$ cat src/rtl/fir_tap_sequencer_if.sv
// Control bundle between the FIR tap sequencer and the FIFO/coefficient/datapath side.
// master = sequencer, slave = FIFO, coefficient loader and MAC datapath.
interface fir_tap_sequencer_if #(
  parameter int CNT_W = 16
);
  logic             fifo_empty;
  logic             PushCoef;
  logic             fifo_pull;
  logic [1:0]       mux_sel;
  logic             acc_clear;
  logic             acc_valid;
  logic             round_en;
  logic             busy;
  logic             coef_conflict;
  logic [CNT_W-1:0] sample_cnt;
  logic [2:0]       state_dbg;

  modport master (
    input  fifo_empty, PushCoef,
    output fifo_pull, mux_sel, acc_clear, acc_valid, round_en,
           busy, coef_conflict, sample_cnt, state_dbg
  );

  modport slave (
    output fifo_empty, PushCoef,
    input  fifo_pull, mux_sel, acc_clear, acc_valid, round_en,
           busy, coef_conflict, sample_cnt, state_dbg
  );
endinterface

$ cat src/rtl/fir_tap_sequencer.sv
// Per-sample sequencer: pulls one FIFO entry, steps the multiplier bank through the
// coefficient groups, and lines accumulate/round strobes up with the multiplier pipeline.
module fir_tap_sequencer #(
  parameter int NUM_GROUPS = 3,
  parameter int MULT_LAT   = 2,
  parameter int CNT_W      = 16
) (
  input logic                 clk,
  input logic                 Reset,
  fir_tap_sequencer_if.master bus
);
  // Handshake: fifo_pull is a one-cycle pop strobe with no ready back; it is only
  // issued after a cycle in which fifo_empty was low and PushCoef was low.
  typedef enum logic [2:0] {IDLE, PULL, MULT, DRAIN, ROUND} state_t;

  localparam logic [1:0] GRP_LAST   = 2'(NUM_GROUPS - 1);
  localparam logic [1:0] DRAIN_LAST = 2'(MULT_LAT - 1);

  state_t              state, state_nxt;
  logic [1:0]          grp, grp_nxt;
  logic [1:0]          dcnt, dcnt_nxt;
  logic [MULT_LAT-1:0] issue_pipe;
  logic                conflict;
  logic [CNT_W-1:0]    cnt;
  logic                start_ok;

  assign start_ok = !bus.fifo_empty && !bus.PushCoef;

  always_comb begin
    state_nxt = state;
    grp_nxt   = grp;
    dcnt_nxt  = dcnt;
    case (state)
      IDLE:  if (start_ok) state_nxt = PULL;
      PULL: begin
        state_nxt = MULT;
        grp_nxt   = 2'd0;
      end
      MULT: begin
        if (grp == GRP_LAST) begin
          state_nxt = DRAIN;
          dcnt_nxt  = 2'd0;
        end else begin
          grp_nxt = grp + 2'd1;
        end
      end
      DRAIN: begin
        if (dcnt == DRAIN_LAST) state_nxt = ROUND;
        else                    dcnt_nxt  = dcnt + 2'd1;
      end
      ROUND: state_nxt = start_ok ? PULL : IDLE;
      default: state_nxt = IDLE;
    endcase
  end

  // grp only reloads on entry to MULT, so mux_sel holds the last issued group otherwise.
  always_ff @(posedge clk or posedge Reset) begin
    if (Reset) begin
      state      <= IDLE;
      grp        <= 2'd0;
      dcnt       <= 2'd0;
      issue_pipe <= '0;
      conflict   <= 1'b0;
      cnt        <= '0;
    end else begin
      state      <= state_nxt;
      grp        <= grp_nxt;
      dcnt       <= dcnt_nxt;
      issue_pipe <= (issue_pipe << 1) | MULT_LAT'(state == MULT);
      if (bus.PushCoef && (state == PULL || state == MULT || state == DRAIN))
        conflict <= 1'b1;
      if (state == ROUND && cnt != '1)
        cnt <= cnt + CNT_W'(1);
    end
  end

  assign bus.fifo_pull     = (state == PULL);
  assign bus.mux_sel       = grp;
  assign bus.acc_clear     = (state == MULT) && (grp == 2'd0);
  assign bus.acc_valid     = issue_pipe[MULT_LAT-1];
  assign bus.round_en      = (state == ROUND);
  assign bus.busy          = (state != IDLE);
  assign bus.coef_conflict = conflict;
  assign bus.sample_cnt    = cnt;
  assign bus.state_dbg     = state;
endmodule

$ cat src/flat_wrapper.sv
// flat-port wrapper written by rule: the top's interface ports become plain ports
module fir_tap_sequencer_flat 
#(
  parameter int NUM_GROUPS = 3,
  parameter int MULT_LAT   = 2,
  parameter int CNT_W      = 16
)
  (clk, Reset, bus_fifo_empty, bus_PushCoef, bus_fifo_pull, bus_mux_sel, bus_acc_clear, bus_acc_valid, bus_round_en, bus_busy, bus_coef_conflict, bus_sample_cnt, bus_state_dbg);
  fir_tap_sequencer_if #(.CNT_W(CNT_W)) bus_i ();
  input logic clk;
  input logic Reset;
  input wire logic [$bits(bus_i.fifo_empty)-1:0] bus_fifo_empty;
  input wire logic [$bits(bus_i.PushCoef)-1:0] bus_PushCoef;
  output wire logic [$bits(bus_i.fifo_pull)-1:0] bus_fifo_pull;
  output wire logic [$bits(bus_i.mux_sel)-1:0] bus_mux_sel;
  output wire logic [$bits(bus_i.acc_clear)-1:0] bus_acc_clear;
  output wire logic [$bits(bus_i.acc_valid)-1:0] bus_acc_valid;
  output wire logic [$bits(bus_i.round_en)-1:0] bus_round_en;
  output wire logic [$bits(bus_i.busy)-1:0] bus_busy;
  output wire logic [$bits(bus_i.coef_conflict)-1:0] bus_coef_conflict;
  output wire logic [$bits(bus_i.sample_cnt)-1:0] bus_sample_cnt;
  output wire logic [$bits(bus_i.state_dbg)-1:0] bus_state_dbg;
  assign bus_i.fifo_empty = bus_fifo_empty;
  assign bus_i.PushCoef = bus_PushCoef;
  assign bus_fifo_pull = bus_i.fifo_pull;
  assign bus_mux_sel = bus_i.mux_sel;
  assign bus_acc_clear = bus_i.acc_clear;
  assign bus_acc_valid = bus_i.acc_valid;
  assign bus_round_en = bus_i.round_en;
  assign bus_busy = bus_i.busy;
  assign bus_coef_conflict = bus_i.coef_conflict;
  assign bus_sample_cnt = bus_i.sample_cnt;
  assign bus_state_dbg = bus_i.state_dbg;
  fir_tap_sequencer #(.NUM_GROUPS(NUM_GROUPS), .MULT_LAT(MULT_LAT), .CNT_W(CNT_W)) u_core (.clk(clk), .Reset(Reset), .bus(bus_i));
endmodule
$ cat config.mk
export PLATFORM = sky130hd
export DESIGN_NAME = fir_tap_sequencer_flat
export DESIGN_NICKNAME = d
export VERILOG_FILES = /design/src/rtl/fir_tap_sequencer_if.sv /design/src/rtl/fir_tap_sequencer.sv /design/src/flat_wrapper.sv
export SDC_FILE = /design/constraint.sdc
export NUM_CORES = 1
export LEC_CHECK = 0
export BUFFER_PORTS_ARGS = -buffer_cell sky130_fd_sc_hd__buf_4
export CORE_MARGIN = 2
export CORE_UTILIZATION = 47
export CTS_CLUSTER_DIAMETER = 100
export DETAILED_ROUTE_END_ITERATION = 6
export MAX_ROUTING_LAYER = met4
export PLACE_DENSITY = 0.74
export REMOVE_ABC_BUFFERS = 1
export SETUP_SLACK_MARGIN = 0.3
export SKIP_LAST_GASP = 1
export SYNTH_ARGS = -nofsm -noshare
export SYNTH_HDL_FRONTEND = slang
export SYNTH_SLANG_ARGS = --single-unit
$ cat constraint.sdc
create_clock -name clk -period 1.6 [get_ports clk]
set_input_delay 0.08 -clock clk [delete_from_list [all_inputs] [get_ports clk]]
set_output_delay 0.08 -clock clk [all_outputs]
set_load 0.1 [all_outputs]
==> results.md <==
Route:
- The average routed wire per standard cell is 15.6 um.
- After detailed routing, the number of remaining DRC violations is 0.
- The detail route stage leaves a number of antenna-violating nets equal to 0.
- The overall routed net length is 3.63 mm.
- The number of vias per cell is 5.44.
- The detailed-router iteration count before antenna repair is 4.
- The detailed router's first-iteration violation count is 29.
- Across all layers, the routed design uses 1263 vias.

Pwr:
- The power density over the cells is 1710 mW/mm2.
- Internal power comes to 1.89 mW.
- Of the total power, the share spent switching nets is 0.499.
- The switching power summed over all nets is 1.89 mW.
- The fraction of power consumed by sequential logic is 0.235.
- The relative contribution of the clock network to total power is 0.090.
- Across the VDD grid, the largest voltage drop is 0.00239 V.
- The static power due to leakage is 1.06 nW.
- The part of the total power dissipated in combinational logic is 0.675.

Finish:
- The repair_antennas step left the layout with diodes totalling 0.
- Leaving out fill and tap cells, the most frequent cells in the layout are sky130_fd_sc_hd__buf_4, sky130_fd_sc_hd__dfrtp_1, sky130_fd_sc_hd__buf_6.
- Relative to the synthesized area, the layout overhead comes to 66.7%.
- At the end of the flow, the number of nets in the layout was 210.
- The layout cell share with drive strength beyond 1 is 0.547.
- The commonest non-fill, non-tap cell in the layout is sky130_fd_sc_hd__buf_4.
- After routing the design area is 0.00221 mm2.
- The layout filler cell count is 160.

Timing:
- The final count of negative-setup-slack endpoints is 0.
- The worst slew slack as a fraction of its limit is 0.779.
- After layout, the minimum clock period comes to 1.59 ns.
- Adding up every negative setup slack in the final design gives 0 ns.
- The fraction of the cycle the final worst path needs is 0.992.
- The final number of max-transition violations is 0.
- The worst clock skew on the final layout is 0.00275 ns.
- The pin slew with the least headroom to its limit is 0.332 ns.
- The count of final hold-check violations is 0.
- Setup repair after global routing could not meet its margin everywhere.
- For this run, the top clock speed supported by timing is 630 MHz.
- The final critical-path setup slack is 0.0134 ns.

Place:
- Timing analysis after detailed placement gives a worst setup slack of -0.00398 ns.
- The congestion estimate from routability-driven global placement came to 0.744.
- The HPWL after detailed placement is 2.03 mm.
- The number of port buffers is 30.
- Once placement finished, the instance area stood at 0.00169 mm2.

Logic synthesis:
- The proportion of synthesized chip area in sequential cells is 0.491.
- Of the total synthesized cell area, the portion taken by AND, OR, NAND and NOR gates is 0.234.
- The fraction of synthesized cell area in xor and xnor cells is 0.0925.
- After synthesis, the share of cell area in mux cells is 0.00849.
- The adder-cell share of the synthesized area is 0.0377.
- Ranked by total cell area, the synthesized netlist is headed by sky130_fd_sc_hd__dfrtp_1, sky130_fd_sc_hd__xnor2_1, sky130_fd_sc_hd__nand4_1, sky130_fd_sc_hd__ha_1, sky130_fd_sc_hd__xor2_1.
- The synthesized netlist contains 36 unique library cells.
- Summed over all instances, the cell type with the most area after synthesis is sky130_fd_sc_hd__dfrtp_1.
- The share of synthesized area in the top cell type comes to 0.491.
- The Yosys step of the flow raised 0 warnings.
- The flip-flop and latch count after synthesis is 26.
- The combinational family with the most area after synthesis is simple AND/OR/NAND/NOR gates.
- The synthesized instance count is 126.
- The post-synthesis compound-gate area fraction is 0.0962.
- The post-synthesis cell area is 0.00133 mm2.
- The average size of a mapped cell is 10.5 um2.

Critical path:
- The arrival time reported for the critical path endpoint is 1.51 ns.
- The largest single stage delay on the critical path is 0.41 ns.
- STA classifies the critical path endpoint as a primary output.
- The type of the setup path with the least slack is reg -> out.
- Walking the worst path, the cells encountered are buf_4 > or3_4 > buf_12.
- Among all stages on the critical path, the largest delay is contributed by sky130_fd_sc_hd__dfrtp_1.
- The depth of the worst register-to-register path is 4.
- Setup slack on the worst reg-to-reg path comes out at 0.03 ns.
- Data on the critical path is required at its endpoint by 1.52 ns.
- The maximum fanout along the worst path is 9.
- The critical path startpoint category is a register.
- The startpoint of the worst-slack reg-to-reg timing path is u_core.bus.state_dbg[1].
- The capture instance of the worst register-to-register path is u_core.bus.sample_cnt[1].

Global route:
- The first-pass GRT wire length is 5.49 mm.
- Entering global routing, the biggest net connects 27 pins.
- The global-route usage over all layers is 0.224.
- The number of global-route vias before repair is 1221.
- For this run the aggregate overflow at the end of global routing stands at 0.
- The initial antenna violation count is 0.

Clock tree:
- The H-tree depth reported by CTS is 1.
- The CTS clock-pin slew for the worst setup and hold paths is 0.14 ns.
- The buffer cell driving the clock tree root is sky130_fd_sc_hd__clkbuf_4.
- At the later pin of the worst-skew pair, clock insertion delay measures 0.33 ns.
- Counting every sink on the clock net gives 26.
- TritonCTS built the clock tree.
- The maximum clock insertion buffer count is 2.
- The number of buffers added by the clock tree synthesis step is 3.

Floorplanning:
- The chip width is 57.1 um.
- The number of rows created at floorplan is 19.
- The die extent in y is 57.1 um.
- The die area is 0.00326 mm2.
- The placeable core region is 0.00271 mm2.
- The number of top-level pins is 31.
- The initial utilization of the core area, before any placement, comes to 0.489.

Worst hold path:
- The kind of path behind the tightest hold check is in -> async.

Run status:
- The flow ran to the end, and the final reports show no timing, DRC or antenna violations.

Job:
- Max-cap violations in this run came to 0.
state kept, by name, indices dropped and copies added, names as in the netlist:
register	flops
u_core.bus.sample_cnt	16
u_core.bus.state_dbg	3
u_core.dcnt	2
u_core.bus.coef_conflict	1
u_core.bus.mux_sel	2
u_core.issue_pipe	2
worst max-delay path, delay by kind of cell, from the launching register on:
kind	cells	cell delay [ns]
simple gates	1	0.41
flops	1	0.41
buf+inv	2	0.36
how the worst max path moves through the flow:
stage | from | endpoint | cells past startpoint
after floorplan | u_core.bus.state_dbg[0] | bus_fifo_pull | 1
after global placement | u_core.bus.state_dbg[1] | u_core.bus.sample_cnt[7] | 4
after detailed placement | u_core.bus.state_dbg[1] | u_core.bus.sample_cnt[9] | 4
after CTS | u_core.bus.state_dbg[1] | bus_busy | 3
after global routing | u_core.bus.state_dbg[0] | u_core.bus.sample_cnt[12] | 4
final | u_core.bus.state_dbg[1] | bus_busy | 3
power by group through the flow:
stage          Clock (mW)  Sequential [mW]  Combinational (mW)
2_1_floorplan           0             1.60               0.677
4_1_cts             0.351            0.877                2.04
6_report            0.341            0.887                2.55
3_3_place_gp            0            0.875                1.79
5_1_grt             0.375            0.909                2.66
3_5_place_dp            0            0.887                1.84
cell type report:
cell class | instances | area, um2 | share of cell area
clock buffers | 4 | 36.3 | 0.0164
well taps | 31 | 38.8 | 0.0175
flip-flops and latches | 26 | 652 | 0.295
repair buffers | 76 | 688 | 0.311
inverters | 7 | 26.3 | 0.0119
multi-input cells | 88 | 769 | 0.348
through the flow:
stage          power, mW   util  instances  hold WS, ns
6_report            3.78  0.816        232        0.347
5_1_grt             3.94  0.816        232        0.386
4_1_cts             3.27  0.719        216        0.344
3_5_place_dp        2.73  0.624        199        0.165
3_3_place_gp        2.67  0.624        199        0.157
2_1_floorplan       2.28      -        121        0.120
timing repair:
| action | CTS | global route |
|---|---|---|
| pin swaps | 11 | 16 |
| endpoints found under the setup margin | 22 | 26 |
| setup buffers | 10 | 16 |
| hold buffers | 3 | 0 |
| endpoints found under the hold margin | 28 | 0 |
| resized for setup | 32 | 35 |
layer usage:
layer,vias to the layer above,track usage,part of all wire
met2,22,0.345,0.51
met5,-,-,0
met3,4,0.0340,0.031
met1,633,0.281,0.44
li1,604,-,-
met4,0,0.130,0.015
logic make-up after synthesis:
group                    after synthesis
AO/OA/AOI/OAI                         19
XOR/XNOR                              14
adder cells (fa/ha/maj)                4
buffers and inverters                 12
flip-flops                            26
multiplexers                           1
AND/OR/NAND/NOR                       50
cell usage after synthesis:
master / instances
sky130_fd_sc_hd__nand3_1: 7
sky130_fd_sc_hd__nand4_1: 9
sky130_fd_sc_hd__mux2_1: 1
sky130_fd_sc_hd__a21o_1: 1
sky130_fd_sc_hd__o2111ai_1: 1
sky130_fd_sc_hd__o21ai_0: 4
sky130_fd_sc_hd__inv_1: 7
sky130_fd_sc_hd__o31ai_1: 1
sky130_fd_sc_hd__or2_4: 1
sky130_fd_sc_hd__clkbuf_1: 3
sky130_fd_sc_hd__and2_1: 2
sky130_fd_sc_hd__nor3b_2: 1
sky130_fd_sc_hd__o21bai_1: 3
sky130_fd_sc_hd__nand2_1: 7
sky130_fd_sc_hd__xor2_1: 5
sky130_fd_sc_hd__nor4_4: 1
sky130_fd_sc_hd__nor3_2: 2
sky130_fd_sc_hd__nor3_1: 3
sky130_fd_sc_hd__dfrtp_1: 26
sky130_fd_sc_hd__and3_1: 2
sky130_fd_sc_hd__a21oi_1: 3
sky130_fd_sc_hd__buf_2: 1
sky130_fd_sc_hd__or3b_1: 1
sky130_fd_sc_hd__ha_1: 4
sky130_fd_sc_hd__nor2_1: 6
sky130_fd_sc_hd__o41ai_1: 1
sky130_fd_sc_hd__buf_6: 1
sky130_fd_sc_hd__or3_1: 1
sky130_fd_sc_hd__a22o_1: 2
sky130_fd_sc_hd__xnor2_1: 9
sky130_fd_sc_hd__a22oi_1: 1
sky130_fd_sc_hd__nand2b_1: 2
sky130_fd_sc_hd__nor3b_1: 1
sky130_fd_sc_hd__a31oi_1: 2
sky130_fd_sc_hd__nor4_1: 1
sky130_fd_sc_hd__and4_1: 3
No activity file was read; power rests on OpenSTA's default activity.
